**src/rtl/op_acc_pkg.sv**
```systemverilog
// Shared definitions for the multi-channel op accumulator.
package op_acc_pkg;

    typedef enum logic [1:0] {
        OP_ADD  = 2'd0,
        OP_SUB  = 2'd1,
        OP_LOAD = 2'd2,
        OP_READ = 2'd3
    } op_e;

    // Channel-index width; a single channel still gets a 1-bit index.
    function automatic int unsigned ch_width(input int unsigned n);
        return (n > 2) ? $clog2(n) : 1;
    endfunction

endpackage

```
**src/rtl/op_acc_alu.sv**
```systemverilog
// Combinational add/sub/load/read datapath with wrap or saturate on overflow.
module op_acc_alu
    import op_acc_pkg::*;
#(
    parameter int unsigned WIDTH    = 8,
    parameter int unsigned SATURATE = 0
) (
    input  logic [WIDTH-1:0] acc,
    input  logic [WIDTH-1:0] in_data,
    input  op_e              op,
    output logic [WIDTH-1:0] result,
    output logic             ovf
);

    logic [WIDTH:0] sum;
    logic [WIDTH:0] diff;

    always_comb begin
        sum    = {1'b0, acc} + {1'b0, in_data};
        diff   = {1'b0, acc} - {1'b0, in_data};
        result = acc;
        ovf    = 1'b0;
        unique case (op)
            OP_ADD: begin
                ovf    = sum[WIDTH];
                result = (sum[WIDTH] && SATURATE != 0) ? '1 : sum[WIDTH-1:0];
            end
            OP_SUB: begin
                // The extra MSB of the difference is the borrow.
                ovf    = diff[WIDTH];
                result = (diff[WIDTH] && SATURATE != 0) ? '0 : diff[WIDTH-1:0];
            end
            OP_LOAD: result = in_data;
            OP_READ: result = acc;
            default: result = acc;
        endcase
    end

endmodule

```
**src/rtl/op_accumulator.sv**
```systemverilog
// N-channel accumulator with valid/ready command and result ports and a one-entry result register.
module op_accumulator
    import op_acc_pkg::*;
#(
    parameter int unsigned WIDTH    = 8,
    parameter int unsigned CHANNELS = 4,
    parameter int unsigned SATURATE = 0,
    localparam int unsigned CW      = ch_width(CHANNELS)
) (
    input  logic                clk,
    input  logic                rst,
    input  logic                in_valid,
    output logic                in_ready,
    input  logic [1:0]          in_op,
    input  logic [CW-1:0]       in_ch,
    input  logic [WIDTH-1:0]    in_data,
    output logic                out_valid,
    input  logic                out_ready,
    output logic [CW-1:0]       out_ch,
    output logic [WIDTH-1:0]    out_data,
    output logic                out_ovf,
    output logic [CHANNELS-1:0] ovf_sticky
);

    logic [WIDTH-1:0] acc [CHANNELS];
    logic [WIDTH-1:0] cur;
    logic [WIDTH-1:0] alu_result;
    logic             alu_ovf;
    logic             accept;
    logic             in_range;
    op_e              op;

    assign op       = op_e'(in_op);
    assign in_ready = !out_valid || out_ready;
    assign accept   = in_valid && in_ready;
    assign in_range = 32'(in_ch) < CHANNELS;

    // Explicit mux keeps out-of-range indices from reading past the array.
    always_comb begin
        cur = '0;
        for (int unsigned i = 0; i < CHANNELS; i++) begin
            if (32'(in_ch) == i) cur = acc[i];
        end
    end

    op_acc_alu #(
        .WIDTH   (WIDTH),
        .SATURATE(SATURATE)
    ) u_alu (
        .acc    (cur),
        .in_data(in_data),
        .op     (op),
        .result (alu_result),
        .ovf    (alu_ovf)
    );

    always_ff @(posedge clk) begin
        if (rst) begin
            out_valid  <= 1'b0;
            out_ch     <= '0;
            out_data   <= '0;
            out_ovf    <= 1'b0;
            ovf_sticky <= '0;
            for (int unsigned i = 0; i < CHANNELS; i++) acc[i] <= '0;
        end else begin
            if (accept) begin
                out_valid <= 1'b1;
                out_ch    <= in_ch;
                out_data  <= in_range ? alu_result : '0;
                out_ovf   <= in_range ? alu_ovf : 1'b1;
            end else if (out_ready) begin
                out_valid <= 1'b0;
            end
            for (int unsigned i = 0; i < CHANNELS; i++) begin
                if (accept && 32'(in_ch) == i) begin
                    if (op != OP_READ) acc[i] <= alu_result;
                    if (op == OP_LOAD)
                        ovf_sticky[i] <= 1'b0;
                    else if (alu_ovf)
                        ovf_sticky[i] <= 1'b1;
                end
            end
        end
    end

endmodule

```
**config.mk**
```make
export PLATFORM = sky130hd
export DESIGN_NAME = op_accumulator
export DESIGN_NICKNAME = d
export VERILOG_FILES = /design/src/rtl/op_acc_pkg.sv /design/src/rtl/op_acc_alu.sv /design/src/rtl/op_accumulator.sv
export SDC_FILE = /design/constraint.sdc
export NUM_CORES = 1
export LEC_CHECK = 0
export ABC_AREA = 1
export ABC_CLOCK_PERIOD_IN_PS = 3400
export CAP_MARGIN = 10
export CORE_MARGIN = 3
export CORE_UTILIZATION = 40
export CTS_CLUSTER_SIZE = 8
export DETAILED_ROUTE_END_ITERATION = 8
export GPL_TIMING_DRIVEN = 0
export SLEW_MARGIN = 20
export SYNTH_ARGS = -nofsm -noshare
export SYNTH_HDL_FRONTEND = slang
export SYNTH_SLANG_ARGS = --single-unit
```
**constraint.sdc**
```tcl
create_clock -name clk -period 3.4 [get_ports clk]
set_input_delay 0.68 -clock clk [delete_from_list [all_inputs] [get_ports clk]]
set_output_delay 0.68 -clock clk [all_outputs]
set_load 0.02 [all_outputs]
```
==> impl_metrics.tcl <==
set metrics [dict create \
    async_flop_share 0 \
    syn_area_um2 2912 \
    yosysMostFrequentCell "nand2_1" \
    detail_route.wl_per_cell_um 15.04 \
    gp_congestion 0.8241 \
    clk_latency_ps 300 \
    end_kind "flop" \
    finalSetupTns_ps 0 \
    synthMuxAreaShare 0 \
    pin_count 33 \
    clk_path_buf_depth 2 \
    grt_max_degree 17 \
    p_sw_frac 0.3026 \
    ys_warn_count 0 \
    ys_top_cells_by_area "edfxtp_1 33%, nand2_1 12%, dfxtp_1 11%, nor2_1 7.1%, ha_1 6.9%" \
    route.detailed.drc 0 \
    synth-main-ff-cell "edfxtp_1" \
    postCtsHoldBufs 0 \
    synth_edf_count 32 \
    finalCriticalPeriod_ps 3164 \
    fin_worst_skew_ps 11.01 \
    drt_wl_total_um 7671 \
    drive_gt1_frac 0.1014 \
    vias 2664 \
    fp.dieArea_um2 8338 \
    pwr-share-clk 0.317 \
    start_util 0.4216 \
    min_path_type "flop to flop" \
    outcome "finished, final reports clean" \
    dp_hpwl_um 5750 \
    diodes 0 \
    critPathLaunchType "input pin" \
    grt_pass1_vias 2530 \
    timing.hold.ws_ps 471.7 \
    synth_top_area_share 0.3300 \
    root_buffer "clkbuf_8" \
    grt_pass1_wl_um 12790 \
    pwr-share-seq 0.425 \
    arrival_ps 3210 \
    rsz0062_at_grt "false" \
    synthToLayoutAreaGrowth_pct 22.13 \
    p_switching_mw 0.4759 \
    drt_pass1_iterations 4 \
    clkSinkCount 48 \
    relSlewSlack 0.5308 \
    combPwrFrac 0.257 \
    finalMaxSlewViolations 0 \
    synth_nets 406 \
    peakVddDrop_uv 301.2 \
    hold_viol 0 \
    synth-simple-area-share 0.2737 \
    row_count 30 \
    leakage_nw 1.578 \
    worst_slack_ps 235.8 \
    synthAdderAreaFrac 0.08251 \
    clkTransAtPathRegs_ps 90 \
    fillers 673 \
    synth_cell_type_count 33 \
    cp_max_fo 7 \
    syn_area_per_cell_um2 7.827 \
    yosys.area_share.xor_xnor 0.003008 \
    synth_seq_cells 48 \
    core_um2 6907 \
    cap_violations 0 \
    period_share 0.9307 \
    synth_compound_area_frac 0.1324 \
    internal-power_mw 1.097 \
    detail-route-antenna-nets 0 \
    vias_per_cell 5.224 \
    multi_input_area_um2 1480 \
    dp_slack_ps -714.2 \
    die_h_um 91.32 \
    ys_top_cells_by_count "90 x nand2_1, 55 x nor2_1, 43 x inv_1" \
    synth_top_family_by_area "simple AND/OR/NAND/NOR gates" \
    finalPower_mw 1.573 \
    finish.utilization 0.5149 \
    io_buffer_count 32 \
    cellPowerDensity_nw_per_um2 442.3 \
    synth_area_leader_cell "edfxtp_1" \
    synth.yosys.seq_area_share 0.4401 \
    final_nets 447 \
    cts-htree-levels 2 \
    crit_type "input pin to flop" \
    cts_tree "done" \
    grt_usage 0.1926 \
    synthCells 372 \
    tightestPinTransition_ps 701.3 \
    antenna_found_initial 0 \
    overflow 0 \
    seq_area_um2 1281 \
    finalSetupViolCount 0 \
    fmax_mhz 316.0 \
    die_x_um 91.32 \
    cp.required_ps 3450 \
    drt_iter0_drc 195 \
    numCtsBuffers 5 \
]
worst paths after layout:
path | start | end | slack, ps | depth (start not counted)
worst max register to register | acc[2][0] | acc[1][4] | 670 | 11
worst max-delay path | in_ch[0] | acc[1][4] | 240 | 12
worst min-delay path | out_ch[0] | out_ch[0] | 470 | 2
worst min register to register | out_ch[0] | out_ch[0] | 470 | 2
what timing repair did:
| action | CTS | global route |
|---|---|---|
| setup endpoints to repair | 25 | 24 |
| setup buffers | 1 | 0 |
| gates resized for setup | 13 | 3 |
| pin swaps | 3 | 0 |
| cloned | 1 | 0 |
cells by family (layout without fill, tap and decap cells):
logic type / Yosys count / after routing
XOR/XNOR: 1 / 1
AO/OA/AOI/OAI: 65 / 65
buffers and inverters: 52 / 94
AND/OR/NAND/NOR: 188 / 188
adder cells (fa/ha/maj): 18 / 18
flip-flops: 48 / 48
per-layer routing:
metal  wire length, um  vias to the layer above  track usage
met4               126                        0      0.05402
met5                 0                        -            0
met2              3498                       78       0.3029
met3               377                       13      0.03397
li1                  -                     1320            -
met1              3668                     1253       0.2723
final cells by class:
class                           instances  share of cell area
Inverter                               46             0.04856
Tap cell                               96             0.03378
Clock buffer                            5             0.01935
Clock inverter                          3             0.01935
Sequential cell                        48              0.3603
Timing Repair Buffer                   34             0.09395
Multi-Input combinational cell        272              0.4163
Buffer                                  6            0.008445
sequential cells by signal (all words and copies together) (netlist names):
| signal | flops |
|---|---|
| acc | 32 |
| out_data | 8 |
| ovf_sticky | 4 |
| out_ch | 2 |
| out_ovf | 1 |
| out_valid | 1 |
placed cells by master (no fill, tap or decap), types with 2 or more instances in the layout:
master,netlist,layout
a21oi_1,23,22
a221oi_2,2,2
a22oi_1,4,4
a31oi_2,2,2
bufinv_16,0,2
clkbuf_1,5,5
clkbuf_8,0,5
clkdlybuf4s50_1,0,30
dfxtp_1,16,16
edfxtp_1,32,32
fa_1,2,2
ha_1,16,15
inv_1,43,40
inv_2,3,6
nand2_1,90,88
nand2_2,6,8
nand3_1,21,21
nand3_2,2,2
nand4_1,4,4
nor2_1,55,55
nor3_1,2,2
o211ai_1,2,2
o21ai_0,25,24
o21ai_2,0,2
or2_2,3,3
power groups by stage:
stage	logic (mW)	clock network (mW)	registers (mW)
5_1_grt	0.450	0.523	0.673
4_1_cts	0.402	0.504	0.669
3_5_place_dp	0.387	0	0.681
2_1_floorplan	0.238	0	0.696
3_3_place_gp	0.385	0	0.681
6_report	0.405	0.499	0.669
through the flow:
stage / instance area, um^2 / std cells
floorplan: 2912 / 372
global placement: 3352 / 500
detailed placement: 3352 / 500
CTS: 3542 / 510
global route: 3556 / 510
finish: 3556 / 510
worst max-delay path: stages:
cell	delay (ps)
dlygate4sd2_1	380
nand2_2	150
or2_0	230
nand2_2	100
inv_1	60
ha_1	210
fa_1	390
nand2_1	130
o21ai_2	80
or2_2	290
a31oi_2	420
nor2_1	80
(Power assumes the default switching activity.)
==> variant, RTL diff (same flow settings) <==
`WIDTH` is set to 8 in 2 places; all go to 10.
--- a/src/rtl/op_acc_alu.sv
+++ b/src/rtl/op_acc_alu.sv
@@ -3,5 +3,5 @@
     import op_acc_pkg::*;
 #(
-    parameter int unsigned WIDTH    = 8,
+    parameter int unsigned WIDTH    = 10,
     parameter int unsigned SATURATE = 0
 ) (
--- a/src/rtl/op_accumulator.sv
+++ b/src/rtl/op_accumulator.sv
@@ -3,5 +3,5 @@
     import op_acc_pkg::*;
 #(
-    parameter int unsigned WIDTH    = 8,
+    parameter int unsigned WIDTH    = 10,
     parameter int unsigned CHANNELS = 4,
     parameter int unsigned SATURATE = 0,
Interface: changed (resized in_data and out_data); port bits go from 33 to 37. No check against the original RTL was run, so the function may have changed too.
==> variant against the unedited design <==
Non-clock buffer count grew 10; first-iteration DRC count grew 39%; synthesized area up 30%; critical path type unchanged; total power is 28% higher; sequential share of layout area is 1.3 points lower; setup slack better by 0.12 ns; fmax grew 4.1%; sequential cell count is 10 higher; clock skew down 0.0014 ns; routed wire length grew 34%; utilization down 1.1 points; design area increased by 27%.
==> variant: results (changes against the unedited design) <==
[cells_and_area]
nFillCells=879  ; was 673
reg.largest.list=acc: 40 flops, out_data: 10 flops, ovf_sticky: 4 flops  ; was acc: 32 flops, out_data: 8 flops, ovf_sticky: 4 flops
nonClockInverterCount=66  ; was 46
drive_gt1_share_pct=11.9  ; was 10.1%
ff_latch_area_mm2=0.00156  ; was 0.00128 mm^2
clkbuf_count=9  ; was 5
final_nets=591  ; was 447
buf_share_pct=9.84  ; was 10.2%

[floorplan]
num_rows=34  ; was 30

[setup_path]
cp.arrival_ns=3.11  ; was 3.21 ns
critical_path.max_stage_delay_ns=0.30  ; was 0.42 ns
reg2reg_from=acc[0][5]$_SDFFCE_PN0P_  ; was acc[2][0]$_SDFFCE_PN0P_

[routing]
wl_per_cell_um=15.5  ; was 15.0 um
drtIter0Drc=271  ; was 195
wl_met3_um=650  ; was 377 um
m1WireLength_um=4900  ; was 3670 um

[global_routing]
met3_usage_pct=5.10  ; was 3.40%
grt_pass1_vias=3268  ; was 2530
grt_usage_pct=21.0  ; was 19.3%

[synth]
ys_types=35  ; was 33
synthTopCellsByCount=108 x nand2_1, 82 x nor2_1, 56 x inv_1  ; was 90 x nand2_1, 55 x nor2_1, 43 x inv_1
netlist_instances=502  ; was 372
synth_seq_cells=58  ; was 48

[clocking]
cts.clk_slew.worst_paths_ns=0.07  ; was 0.09 ns

[status]
status=finished clean  ; unchanged

[timing]
final.setup_skew_ns=0.00965  ; was 0.0110 ns

[min_path]
hold_start=out_ch[1]$_SDFFE_PP0P_  ; was out_ch[0]$_SDFFE_PP0P_

## variant: logic make-up after synthesis
kind of cell,Yosys count,share of synthesized area [%]
adders and majority gates,23,8.01
DFF,58,41.3
AOI/OAI and AO/OA,91,13.2
and+or+nand+nor,250,28.5
xor gates and xnor gates,1,0.232
buffers and inverters,79,8.68
## variant: report_power, final
part	internal, mW	switching, mW	leakage [nW]
sequential	0.797	0.0142	0.566
clock	0.403	0.268	0.102
combinational	0.183	0.350	1.35
## variant: final timing paths
check / end / slack, ns / depth (start not counted)
min reg2reg: out_ch[1]$_SDFFE_PP0P_ / 0.48 / 2
max reg2reg: acc[0][9]$_SDFFCE_PN0P_ / 0.75 / 15
max: acc[0][9]$_SDFFCE_PN0P_ / 0.36 / 18
min: out_ch[1]$_SDFFE_PP0P_ / 0.48 / 2
## variant: what timing repair did
action | 4_1_cts | 5_1_grt
buffers inserted | 1 | 0
pin swaps | 1 | 0
endpoints found under the setup margin | 15 | 38
hold buffers | 0 | 0
gates cloned | 0 | 0
gates resized for setup | 4 | 1
